**src/rtl/alarm_bank.sv**
```systemverilog
// alarm_bank: multi-channel alarm unit for the digital clock.
// Holds NUM_ALARMS independently editable alarm times, compares each against
// the running BCD time, and runs a per-channel IDLE/RING/SNOOZE machine that
// drives a shared beeping buzzer.
//
// Ports:
//   clk_100MHz, reset_n            system clock, async active-low reset
//   min_1s/min_10s/hr_1s/hr_10s    current time, BCD
//   set_mode                       edit enable, also suppresses triggering
//   sel                            channel being edited and displayed
//   hr_plus1, min_plus1            raw edit buttons
//   snooze, stop                   raw ring-control buttons (broadcast)
//   en                             per-channel arm enable
//   min_1sa/min_10sa/hr_1sa/hr_10sa  BCD alarm time of channel sel
//   ringing                        per-channel RING indicator
//   buzzer                         beeping drive while any channel rings
module alarm_bank #(
    parameter int NUM_ALARMS      = 2,
    parameter int CLK_HZ          = 100_000_000,
    parameter int DEBOUNCE_CYCLES = 1_000_000,
    parameter int SNOOZE_MIN      = 5,
    parameter int RING_TIMEOUT_S  = 60,
    parameter int BEEP_HZ         = 2,
    parameter int SELW            = (NUM_ALARMS > 1) ? $clog2(NUM_ALARMS) : 1
) (
    input  logic                  clk_100MHz,
    input  logic                  reset_n,
    input  logic [3:0]            min_1s,
    input  logic [3:0]            min_10s,
    input  logic [3:0]            hr_1s,
    input  logic [3:0]            hr_10s,
    input  logic                  set_mode,
    input  logic [SELW-1:0]       sel,
    input  logic                  hr_plus1,
    input  logic                  min_plus1,
    input  logic                  snooze,
    input  logic                  stop,
    input  logic [NUM_ALARMS-1:0] en,
    output logic [3:0]            min_1sa,
    output logic [3:0]            min_10sa,
    output logic [3:0]            hr_1sa,
    output logic [3:0]            hr_10sa,
    output logic [NUM_ALARMS-1:0] ringing,
    output logic                  buzzer
);

    localparam int DBW          = (DEBOUNCE_CYCLES > 1) ? $clog2(DEBOUNCE_CYCLES) : 1;
    localparam logic [DBW-1:0] DB_LAST = DBW'(DEBOUNCE_CYCLES - 1);
    localparam int PW           = (CLK_HZ > 1) ? $clog2(CLK_HZ) : 1;
    localparam int SNOOZE_TICKS = SNOOZE_MIN * 60;
    localparam int SEC_MAX      = (SNOOZE_TICKS > RING_TIMEOUT_S) ? SNOOZE_TICKS : RING_TIMEOUT_S;
    localparam int SECW         = $clog2(SEC_MAX + 1);
    localparam int HALF_BEEP    = CLK_HZ / (2 * BEEP_HZ);
    localparam int BW           = (HALF_BEEP > 1) ? $clog2(HALF_BEEP) : 1;
    localparam logic [SELW:0] NA_W = (SELW + 1)'(NUM_ALARMS);

    typedef enum logic [1:0] {IDLE, RING, SNOOZE} state_t;

    // ---------------- button conditioning ----------------
    logic [3:0]     rawBtn;
    logic [3:0]     sync1_q, sync2_q, stable_q, armed_q, prev_q, pulse_q;
    logic [3:0]     dbWant;
    logic [DBW-1:0] dbCnt_q [4];
    logic           hrPulse, minPulse, snzPulse, stopPulse;

    assign rawBtn = {stop, snooze, min_plus1, hr_plus1};

    // Until a debounced release has been seen the debouncer only hunts for a
    // stable low level, so a button held through reset cannot fire a press.
    assign dbWant = armed_q & ~stable_q;

    assign hrPulse   = pulse_q[0];
    assign minPulse  = pulse_q[1];
    assign snzPulse  = pulse_q[2];
    assign stopPulse = pulse_q[3];

    always_ff @(posedge clk_100MHz or negedge reset_n) begin
        if (!reset_n) begin
            sync1_q  <= '0;
            sync2_q  <= '0;
            stable_q <= '0;
            armed_q  <= '0;
            prev_q   <= '0;
            pulse_q  <= '0;
            for (int b = 0; b < 4; b++) dbCnt_q[b] <= '0;
        end else begin
            sync1_q <= rawBtn;
            sync2_q <= sync1_q;
            prev_q  <= stable_q;
            pulse_q <= stable_q & ~prev_q;
            for (int b = 0; b < 4; b++) begin
                if (sync2_q[b] == dbWant[b]) begin
                    if (dbCnt_q[b] == DB_LAST) begin
                        dbCnt_q[b] <= '0;
                        if (armed_q[b]) stable_q[b] <= sync2_q[b];
                        else            armed_q[b]  <= 1'b1;
                    end else begin
                        dbCnt_q[b] <= dbCnt_q[b] + 1'b1;
                    end
                end else begin
                    dbCnt_q[b] <= '0;
                end
            end
        end
    end

    // ---------------- alarm storage ----------------
    logic [5:0] almMin_q [NUM_ALARMS];
    logic [4:0] almHr_q  [NUM_ALARMS];
    logic       selValid;

    assign selValid = ({1'b0, sel} < NA_W);

    always_ff @(posedge clk_100MHz or negedge reset_n) begin
        if (!reset_n) begin
            for (int i = 0; i < NUM_ALARMS; i++) begin
                almMin_q[i] <= '0;
                almHr_q[i]  <= '0;
            end
        end else if (set_mode && selValid) begin
            for (int i = 0; i < NUM_ALARMS; i++) begin
                if (sel == SELW'(i)) begin
                    if (minPulse) almMin_q[i] <= (almMin_q[i] == 6'd59) ? 6'd0 : almMin_q[i] + 6'd1;
                    if (hrPulse)  almHr_q[i]  <= (almHr_q[i] == 5'd23) ? 5'd0 : almHr_q[i] + 5'd1;
                end
            end
        end
    end

    // ---------------- display ----------------
    logic [5:0] selMin;
    logic [4:0] selHr;

    always_comb begin
        selMin = '0;
        selHr  = '0;
        if (selValid) begin
            selMin = almMin_q[sel];
            selHr  = almHr_q[sel];
        end
    end

    assign min_10sa = 4'(selMin / 6'd10);
    assign min_1sa  = 4'(selMin % 6'd10);
    assign hr_10sa  = 4'(selHr / 5'd10);
    assign hr_1sa   = 4'(selHr % 5'd10);

    // ---------------- match detection ----------------
    logic [6:0]            curMin, curHr;
    logic [NUM_ALARMS-1:0] match, match_q, trigger;

    assign curMin = 7'(min_10s) * 7'd10 + 7'(min_1s);
    assign curHr  = 7'(hr_10s) * 7'd10 + 7'(hr_1s);

    always_comb begin
        match = '0;
        for (int i = 0; i < NUM_ALARMS; i++)
            match[i] = ({1'b0, almMin_q[i]} == curMin) && ({2'b0, almHr_q[i]} == curHr);
    end

    always_ff @(posedge clk_100MHz or negedge reset_n) begin
        if (!reset_n) match_q <= '0;
        else          match_q <= match;
    end

    // ---------------- 1 s timebase ----------------
    logic [PW-1:0] pre_q;
    logic          tick;

    assign tick = (pre_q == PW'(CLK_HZ - 1));

    always_ff @(posedge clk_100MHz or negedge reset_n) begin
        if (!reset_n)  pre_q <= '0;
        else if (tick) pre_q <= '0;
        else           pre_q <= pre_q + 1'b1;
    end

    // ---------------- per-channel FSM ----------------
    state_t          state_q [NUM_ALARMS];
    state_t          state_d [NUM_ALARMS];
    logic [SECW-1:0] sec_q   [NUM_ALARMS];
    logic [SECW-1:0] sec_d   [NUM_ALARMS];

    always_ff @(posedge clk_100MHz or negedge reset_n) begin
        if (!reset_n) begin
            for (int i = 0; i < NUM_ALARMS; i++) begin
                state_q[i] <= IDLE;
                sec_q[i]   <= '0;
            end
        end else begin
            for (int i = 0; i < NUM_ALARMS; i++) begin
                state_q[i] <= state_d[i];
                sec_q[i]   <= sec_d[i];
            end
        end
    end

    assign trigger = match & ~match_q & en & {NUM_ALARMS{~set_mode}};

    // Priority: disarm, then stop, then snooze, then tick-based timeout.
    always_comb begin
        for (int i = 0; i < NUM_ALARMS; i++) begin
            state_d[i] = state_q[i];
            sec_d[i]   = sec_q[i];
            if (!en[i]) begin
                state_d[i] = IDLE;
                sec_d[i]   = '0;
            end else begin
                case (state_q[i])
                    IDLE: begin
                        if (trigger[i]) begin
                            state_d[i] = RING;
                            sec_d[i]   = '0;
                        end
                    end
                    RING: begin
                        if (stopPulse) begin
                            state_d[i] = IDLE;
                        end else if (snzPulse) begin
                            state_d[i] = SNOOZE;
                            sec_d[i]   = '0;
                        end else if (tick) begin
                            if (sec_q[i] == SECW'(RING_TIMEOUT_S - 1)) state_d[i] = IDLE;
                            else                                         sec_d[i]   = sec_q[i] + 1'b1;
                        end
                    end
                    SNOOZE: begin
                        if (stopPulse) begin
                            state_d[i] = IDLE;
                        end else if (tick) begin
                            if (sec_q[i] == SECW'(SNOOZE_TICKS - 1)) begin
                                state_d[i] = RING;
                                sec_d[i]   = '0;
                            end else begin
                                sec_d[i] = sec_q[i] + 1'b1;
                            end
                        end
                    end
                    default: state_d[i] = IDLE;
                endcase
            end
        end
    end

    always_comb begin
        ringing = '0;
        for (int i = 0; i < NUM_ALARMS; i++) ringing[i] = (state_q[i] == RING);
    end

    // ---------------- buzzer ----------------
    // The phase idles high so the first beep starts as soon as a ring begins.
    logic [BW-1:0] beepDiv_q;
    logic          phase_q, buzzer_q, anyRing;

    assign anyRing = |ringing;
    assign buzzer  = buzzer_q;

    always_ff @(posedge clk_100MHz or negedge reset_n) begin
        if (!reset_n) begin
            beepDiv_q <= '0;
            phase_q   <= 1'b1;
            buzzer_q  <= 1'b0;
        end else begin
            buzzer_q <= anyRing & phase_q;
            if (!anyRing) begin
                beepDiv_q <= '0;
                phase_q   <= 1'b1;
            end else if (beepDiv_q == BW'(HALF_BEEP - 1)) begin
                beepDiv_q <= '0;
                phase_q   <= ~phase_q;
            end else begin
                beepDiv_q <= beepDiv_q + 1'b1;
            end
        end
    end

endmodule

```
**config.mk**
```make
export PLATFORM = sky130hd
export DESIGN_NAME = alarm_bank
export DESIGN_NICKNAME = d
export VERILOG_FILES = /design/src/rtl/alarm_bank.sv
export SDC_FILE = /design/constraint.sdc
export NUM_CORES = 1
export LEC_CHECK = 0
export BUFFER_PORTS_ARGS = -buffer_cell sky130_fd_sc_hd__buf_2
export CAP_MARGIN = 0
export CORE_MARGIN = 2
export CORE_UTILIZATION = 56
export DETAILED_ROUTE_END_ITERATION = 7
export HOLD_SLACK_MARGIN = 0.15
export PLACE_DENSITY = 0.76
export RECOVER_POWER = 100
export SYNTH_ARGS = -nofsm -noshare
export SYNTH_HDL_FRONTEND = slang
export SYNTH_SLANG_ARGS = --single-unit
```
**constraint.sdc**
```tcl
create_clock -name clk_100MHz -period 2.8 [get_ports clk_100MHz]
set_input_delay 0.14 -clock clk_100MHz [delete_from_list [all_inputs] [get_ports clk_100MHz]]
set_output_delay 0.14 -clock clk_100MHz [all_outputs]
set_load 0.03 [all_outputs]
```
==> results.sh, run 1 <==
export IMPL_status="finished with violations"
export IMPL_violations="max-capacitance violations, max-slew violations, negative setup slack"
export IMPL_cp_slowest_cell="dfrtp_1"
export IMPL_p_clk_share_pct=46.9
export IMPL_power_total_mw=7.04
export IMPL_routabilityCongestion=0.833
export IMPL_arrival_ps=2860
export IMPL_vdd_drop_max_mv=0.399
export IMPL_drive_gt1_share_pct=16.3
export IMPL_hpwlAfterDp_mm=14.8
export IMPL_clock_skew_ps=15.1
export IMPL_rows=51
export IMPL_area_growth_pct=17.9
export IMPL_worst_slack_ps=-202
export IMPL_slowest_delay_ps=400
export IMPL_yosysUniqueCellTypes=71
export IMPL_hold_viol=0
export IMPL_die_h_um=145
export IMPL_end_kind="primary output"
export IMPL_wl_per_cell_um=14.6
export IMPL_switchingPower_mw=1.70
export IMPL_grt_max_degree=74
export IMPL_comb_power_share_pct=9.9
export IMPL_cp_top_family="compound AO/OA/AOI/OAI gates"
export IMPL_crit_buf_inv=3
export IMPL_first_pass_iters=5
export IMPL_relSlewSlack_pct=-18.0
export IMPL_holdWs_ps=179
export IMPL_cp_max_fo=3
export IMPL_io_buffers=41
export IMPL_switching_share_pct=24.1
export IMPL_antenna_found_initial=0
export IMPL_avgSynthCellArea_um2=9.70
export IMPL_viasPerCell=5.45
export IMPL_powerDensity_mw_per_mm2=539
export IMPL_seqPwrFrac_pct=43.2
export IMPL_tightest_slew_ps=1770
export IMPL_stdcell_area_mm2=0.0131
export IMPL_drc_errors=0
export IMPL_cts_buffers=24
export IMPL_drt_antenna_violating_nets=0
export IMPL_n_antenna_cell=0
export IMPL_yosysMostFrequentCell="dfrtp_1"
export IMPL_required_ps=2660
export IMPL_ios=45
export IMPL_first_global_vias=8429
export IMPL_cts_root_buf="clkbuf_16"
export IMPL_die_w_um=145
export IMPL_cts_tree="built"
export IMPL_grt_pass1_wl_mm=38.4
export IMPL_max_cap_violations=1
export IMPL_synth_cells=1143
export IMPL_cp_start_kind="register"
export IMPL_nNetsFinal=1325
export IMPL_cts_buffer_depth=3
export IMPL_fmax_mhz=333
export IMPL_initial_utilization_pct=57.0
export IMPL_synthFlopType="dfrtp_1"
export IMPL_routed_wl_mm=22.4
export IMPL_synth_area_leader_cell="dfrtp_1"
export IMPL_crit_chain="mux2i_2 -> inv_2 -> ha_4 -> o21ai_4 -> xnor2_2 -> inv_1 -> ha_2 -> o31a_1 -> a21oi_4 -> mux2_4 -> buf_6"
export IMPL_die_area_mm2=0.0209
export IMPL_synthesis_area_mm2=0.0111
export IMPL_clock_sinks=204
export IMPL_setup_violations=5
export IMPL_synthTopCellsByArea="dfrtp_1, xor2_1, nor2_1"
export IMPL_synth_enable_flop_cells=0
export IMPL_drtIter0Drc=408
export IMPL_synth_seq_cells=204
export IMPL_grt_usage_pct=22.2
export IMPL_vias=8381
export IMPL_hold_path_class="input port to register"
export IMPL_netlist_area_leader_share_pct=45.8
export IMPL_p_int_mw=5.34
export IMPL_grt_setup_unrepaired="true"
export IMPL_ys_async_sr_fraction_pct=100
export IMPL_power_leakage_nw=6.00
export IMPL_yosys_warnings=0
export IMPL_core_mm2=0.0195
export IMPL_slew_violations=74
export IMPL_clk_latency_ps=510
export IMPL_yosysSeqAreaShare_pct=46.0
export IMPL_grt_overflow_total=0
export IMPL_fin_util_pct=67.2
export IMPL_postPlaceCellArea_mm2=0.0119
export IMPL_tns_ps=-558
export IMPL_critical_path_class="register to primary output"
export IMPL_timing_final_crit_share_pct=107
export IMPL_cts_htree_levels=1
export IMPL_min_period_ps=3000
export IMPL_synthTopCellsByCount="dfrtp_1, nor2_1, nand2_1"
export IMPL_clkTransAtPathRegs_ps=60
## what timing repair did
| item | CTS | global route |
|---|---|---|
| setup endpoints to repair | 8 | 10 |
| pin swaps | 10 | 6 |
| hold endpoints to repair | 176 | 0 |
| hold buffers | 7 | 0 |
| setup buffers | 18 | 6 |
| gates resized for setup | 35 | 17 |
## flip-flops by register name, summed over array words and instances, names as in the netlist
register and flops:
state_q 4, almHr_q 10, sec_q 18, beepDiv_q 25
pulse_q 4, phase_q 1, buzzer 1, pre_q 27
prev_q 4, sync2_q 4, stable_q 4, armed_q 4
almMin_q 12, sync1_q 4, match_q 2, dbCnt_q 80
## worst min-delay path, cell delays in order
cell     delay [ps]
buf_2           140
nand3_1         120
nor2_1          110
o31ai_1          70
o21ai_1          70
## logic make-up (layout without fill, tap and decap cells)
logic type      after synthesis  in the layout  share of synthesized area [%]
other cells                   1              3                         0.0338
compound gates              142            142                           8.36
buf+inv                      73            201                           2.90
flops                       204            204                           46.0
mux                          21             21                           2.06
simple gates                505            505                           22.6
fa+ha+maj                    42             42                           5.01
xor+xnor                    155            155                           13.0
## routing by layer
layer	part of all wire [%]	routed length, µm	up-vias	global-route usage, %
li1	-	-	4151	-
met1	46	10300	4029	30.0
met2	48	10800	161	37.4
met3	3.8	861	40	3.59
met4	2.0	458	0	6.13
met5	0	0	-	0
## metrics by stage
step / setup WS [ps] / cells
4_1_cts: -201 / 1532
3_3_place_gp: -203 / 1465
2_1_floorplan: 70.0 / 1145
6_report: -202 / 1538
5_1_grt: -323 / 1538
3_5_place_dp: -371 / 1465
## path summary, 6_finish.rpt
check / slack, ps / from / to / cells after the start
min in group asynchronous: 640 / reset_n / pre_q[19]$_DFF_PN0_ / 2
hold reg to reg: 350 / sync1_q[0]$_DFF_PN0_ / sync2_q[0]$_DFF_PN0_ / 0
setup / recovery: -200 / almHr_q[2]$_DFFE_PN0P_ / hr_1sa[2] / 11
hold / removal: 180 / en[0] / sec_q[11]$_DFFE_PN0P_ / 5
max in group asynchronous: 530 / reset_n / almMin_q[8]$_DFFE_PN0P_ / 3
setup reg to reg: 60 / pre_q[19]$_DFF_PN0_ / state_q[0]$_DFFE_PN0P_ / 9
## final cells by class
class,instances,area [µm²]
fillers,1520,6390
multi-input cells,868,5810
flip-flops and latches,204,5110
repair buffers,115,807
clock buffers,27,622
well taps,265,332
clock inverters,15,223
inverters,44,168
## power by group through the flow
stage / sequential [mW] / clock [mW] / combinational, mW
2_1_floorplan: 3.10 / 0 / 0.443
6_report: 3.05 / 3.30 / 0.695
4_1_cts: 3.04 / 3.36 / 0.713
3_5_place_dp: 3.10 / 0 / 0.698
5_1_grt: 3.05 / 3.50 / 0.783
3_3_place_gp: 3.10 / 0 / 0.679
## placed cells by master (no fill, tap or decap), types with 24 or more instances in the layout
cell type and n:
nand2_1 85, dfrtp_1 200, inv_1 39, o21ai_0 41
clkbuf_16 24, buf_4 61, ha_1 33, nand4_1 24
xor2_1 81, nand3_1 76, buf_2 27, xnor2_1 65
and3_1 35, nor2_1 166
No activity file was read; power rests on OpenSTA's default activity.
==> run 2, diff against run 1 <==
--- a/config.mk
+++ b/config.mk
@@ -16,3 +16,4 @@
 export SYNTH_ARGS = -nofsm -noshare
 export SYNTH_HDL_FRONTEND = slang
 export SYNTH_SLANG_ARGS = --single-unit
+export TNS_END_PERCENT = 20
==> run 2 against run 1 <==
The flow still finishes with violations (max-capacitance violations, max-slew violations, negative setup slack). Non-clock buffer count is 12 lower. Sequential share of layout area is 0.76 points higher. Design area is 1.9% lower.
==> results.sh, run 2 (synthesis results as in run 1) <==
export IMPL_final_common_cell="dfrtp_1"
export IMPL_required_ps=2660
export IMPL_worst_slack_ps=-205
export IMPL_arrival_ps=2860
export IMPL_drt_antenna_violating_nets=0
export IMPL_comb_power_share_pct=10.2
export IMPL_clkTransAtPathRegs_ps=60
export IMPL_first_global_vias=8179
export IMPL_fmax_mhz=333
export IMPL_cp_top_family="compound AO/OA/AOI/OAI gates"
export IMPL_ios=45
export IMPL_tns_ps=-1110
export IMPL_powerDensity_mw_per_mm2=524
export IMPL_seq_area_mm2=0.00511
export IMPL_grt_overflow_total=0
export IMPL_reg2reg_depth=7
export IMPL_final_cell_mix="dfrtp_1, nor2_1, nand2_1, xor2_1, nand3_1"
export IMPL_cts_buffer_depth=3
export IMPL_relSlewSlack_pct=-47.7
export IMPL_routed_wl_mm=22.0
export IMPL_cts_root_buf="clkbuf_16"
export IMPL_min_period_ps=3000
export IMPL_critical_path_class="register to primary output"
export IMPL_largest_register_ffs=80
export IMPL_hold_path_class="input port to register"
export IMPL_cp_max_fo=3
export IMPL_p_clk_share_pct=44.4
export IMPL_cts_buffers=23
export IMPL_grt_usage_pct=21.4
export IMPL_hold_viol=0
export IMPL_setup_violations=15
export IMPL_power_leakage_nw=5.89
export IMPL_end_kind="primary output"
export IMPL_path_common_cell="ha_4"
export IMPL_cts_tree="built"
export IMPL_drc_errors=0
export IMPL_p_int_mw=5.09
export IMPL_seqPwrFrac_pct=45.3
export IMPL_nNetsFinal=1312
export IMPL_vias=8450
export IMPL_crit_chain="mux2i_1 -> inv_1 -> ha_4 -> o21ai_4 -> xnor2_2 -> inv_2 -> ha_4 -> o31a_1 -> a21oi_2 -> mux2_4 -> buf_6"
export IMPL_cp_slowest_cell="dfrtp_1"
export IMPL_power_total_mw=6.72
export IMPL_violations="max-capacitance violations, max-slew violations, negative setup slack"
export IMPL_io_buffers=41
export IMPL_hpwlAfterDp_mm=14.9
export IMPL_slew_violations=88
export IMPL_slowest_delay_ps=380
export IMPL_die_area_mm2=0.0209
export IMPL_initial_utilization_pct=57.0
export IMPL_n_antenna_cell=0
export IMPL_timing_final_crit_share_pct=107
export IMPL_die_h_um=145
export IMPL_multi_input_area_mm2=0.00576
export IMPL_clock_sinks=204
export IMPL_core_mm2=0.0195
export IMPL_whs_path_depth=5
export IMPL_cp_start_kind="register"
export IMPL_rows=51
export IMPL_die_w_um=145
export IMPL_clock_skew_ps=14.2
export IMPL_stdcell_area_mm2=0.0128
export IMPL_regMostFlops="dbCnt_q"
export IMPL_grt_pass1_wl_mm=37.1
export IMPL_drtIter0Drc=405
export IMPL_grt_setup_unrepaired="true"
export IMPL_post_place_ws_ps=-392
export IMPL_fillers=1519
export IMPL_crit_buf_inv=3
export IMPL_area_growth_pct=15.6
export IMPL_postPlaceCellArea_mm2=0.0119
export IMPL_first_pass_iters=5
export IMPL_max_cap_violations=1
export IMPL_routabilityCongestion=0.840
export IMPL_clk_latency_ps=500
export IMPL_vdd_drop_max_mv=0.411
export IMPL_viasPerCell=5.55
export IMPL_tightest_slew_ps=2220
export IMPL_grt_max_degree=89
export IMPL_switching_share_pct=24.3
export IMPL_status="finished with violations"
export IMPL_drive_gt1_share_pct=14.3
export IMPL_top_regs="dbCnt_q x80, pre_q x27, beepDiv_q x25"
export IMPL_switchingPower_mw=1.63
export IMPL_crit_cells=11
export IMPL_cts_htree_levels=1
export IMPL_wl_per_cell_um=14.5
export IMPL_antenna_found_initial=0
run 2: cell count changes in the layout (fill, tap and decap cells not counted), sizes merged:
cell / previous run / this run
buf: 94 / 79
bufinv: 5 / 2
clkbuf: 41 / 45
clkinv: 7 / 5
clkinvlp: 3 / 4
run 2: timing repair:
item	4_1_cts	5_1_grt
endpoints found under the setup margin	7	12
cloned	0	0
setup buffers	9	2
hold buffers	7	0
endpoints found under the hold margin	96	0
pin swaps	4	2
gates resized for setup	22	12
run 2: routing by layer:
metal  up-vias  GRT usage (%)  routed length, µm
met5         -              0                  0
met4         0           4.70                287
met3        32           3.32                924
met2       149           36.8              10500
met1      4136           28.8              10400
li1       4133              -                  -
run 2: cell type report:
| type | instances | area share (%) |
|---|---|---|
| Inverter | 44 | 1.29 |
| Clock inverter | 11 | 0.927 |
| Clock buffer | 28 | 5.03 |
| Sequential cell | 204 | 39.8 |
| Tap cell | 265 | 2.59 |
| Multi-Input combinational cell | 868 | 44.9 |
| Timing Repair Buffer | 103 | 5.42 |
run 2: power groups by stage:
stage	logic, mW	registers (mW)	clock network (mW)
2_1_floorplan	0.441	3.10	0
3_3_place_gp	0.674	3.10	0
3_5_place_dp	0.686	3.10	0
4_1_cts	0.699	3.05	3.06
5_1_grt	0.768	3.05	3.20
6_report	0.688	3.05	2.99
run 2: path summary, 6_finish.rpt:
path / from / end / slack [ps]
worst max-delay path: almHr_q[2]$_DFFE_PN0P_ / hr_1sa[2] / -200
worst min-delay path: en[0] / sec_q[11]$_DFFE_PN0P_ / 180
worst max register to register: pre_q[17]$_DFF_PN0_ / sec_q[4]$_DFFE_PN0P_ / -120
worst min register to register: sync1_q[3]$_DFF_PN0_ / sync2_q[3]$_DFF_PN0_ / 350
max in group asynchronous: reset_n / beepDiv_q[10]$_DFF_PN0_ / 320
min in group asynchronous: reset_n / dbCnt_q[70]$_DFF_PN0_ / 860
run 2: metrics by stage:
stage          utilization, %  hold slack [ps]  std cells
2_1_floorplan               -             -156       1145
3_3_place_gp             60.9              247       1466
3_5_place_dp             60.9              249       1466
4_1_cts                  65.9              158       1521
5_1_grt                  65.9              195       1523
6_report                 65.9              184       1523
run 2: worst min-delay path, stage by stage:
cell     delay [ps]
buf_2           130
nand3_1         120
nor2_1          110
o31ai_1          60
o21ai_1          70
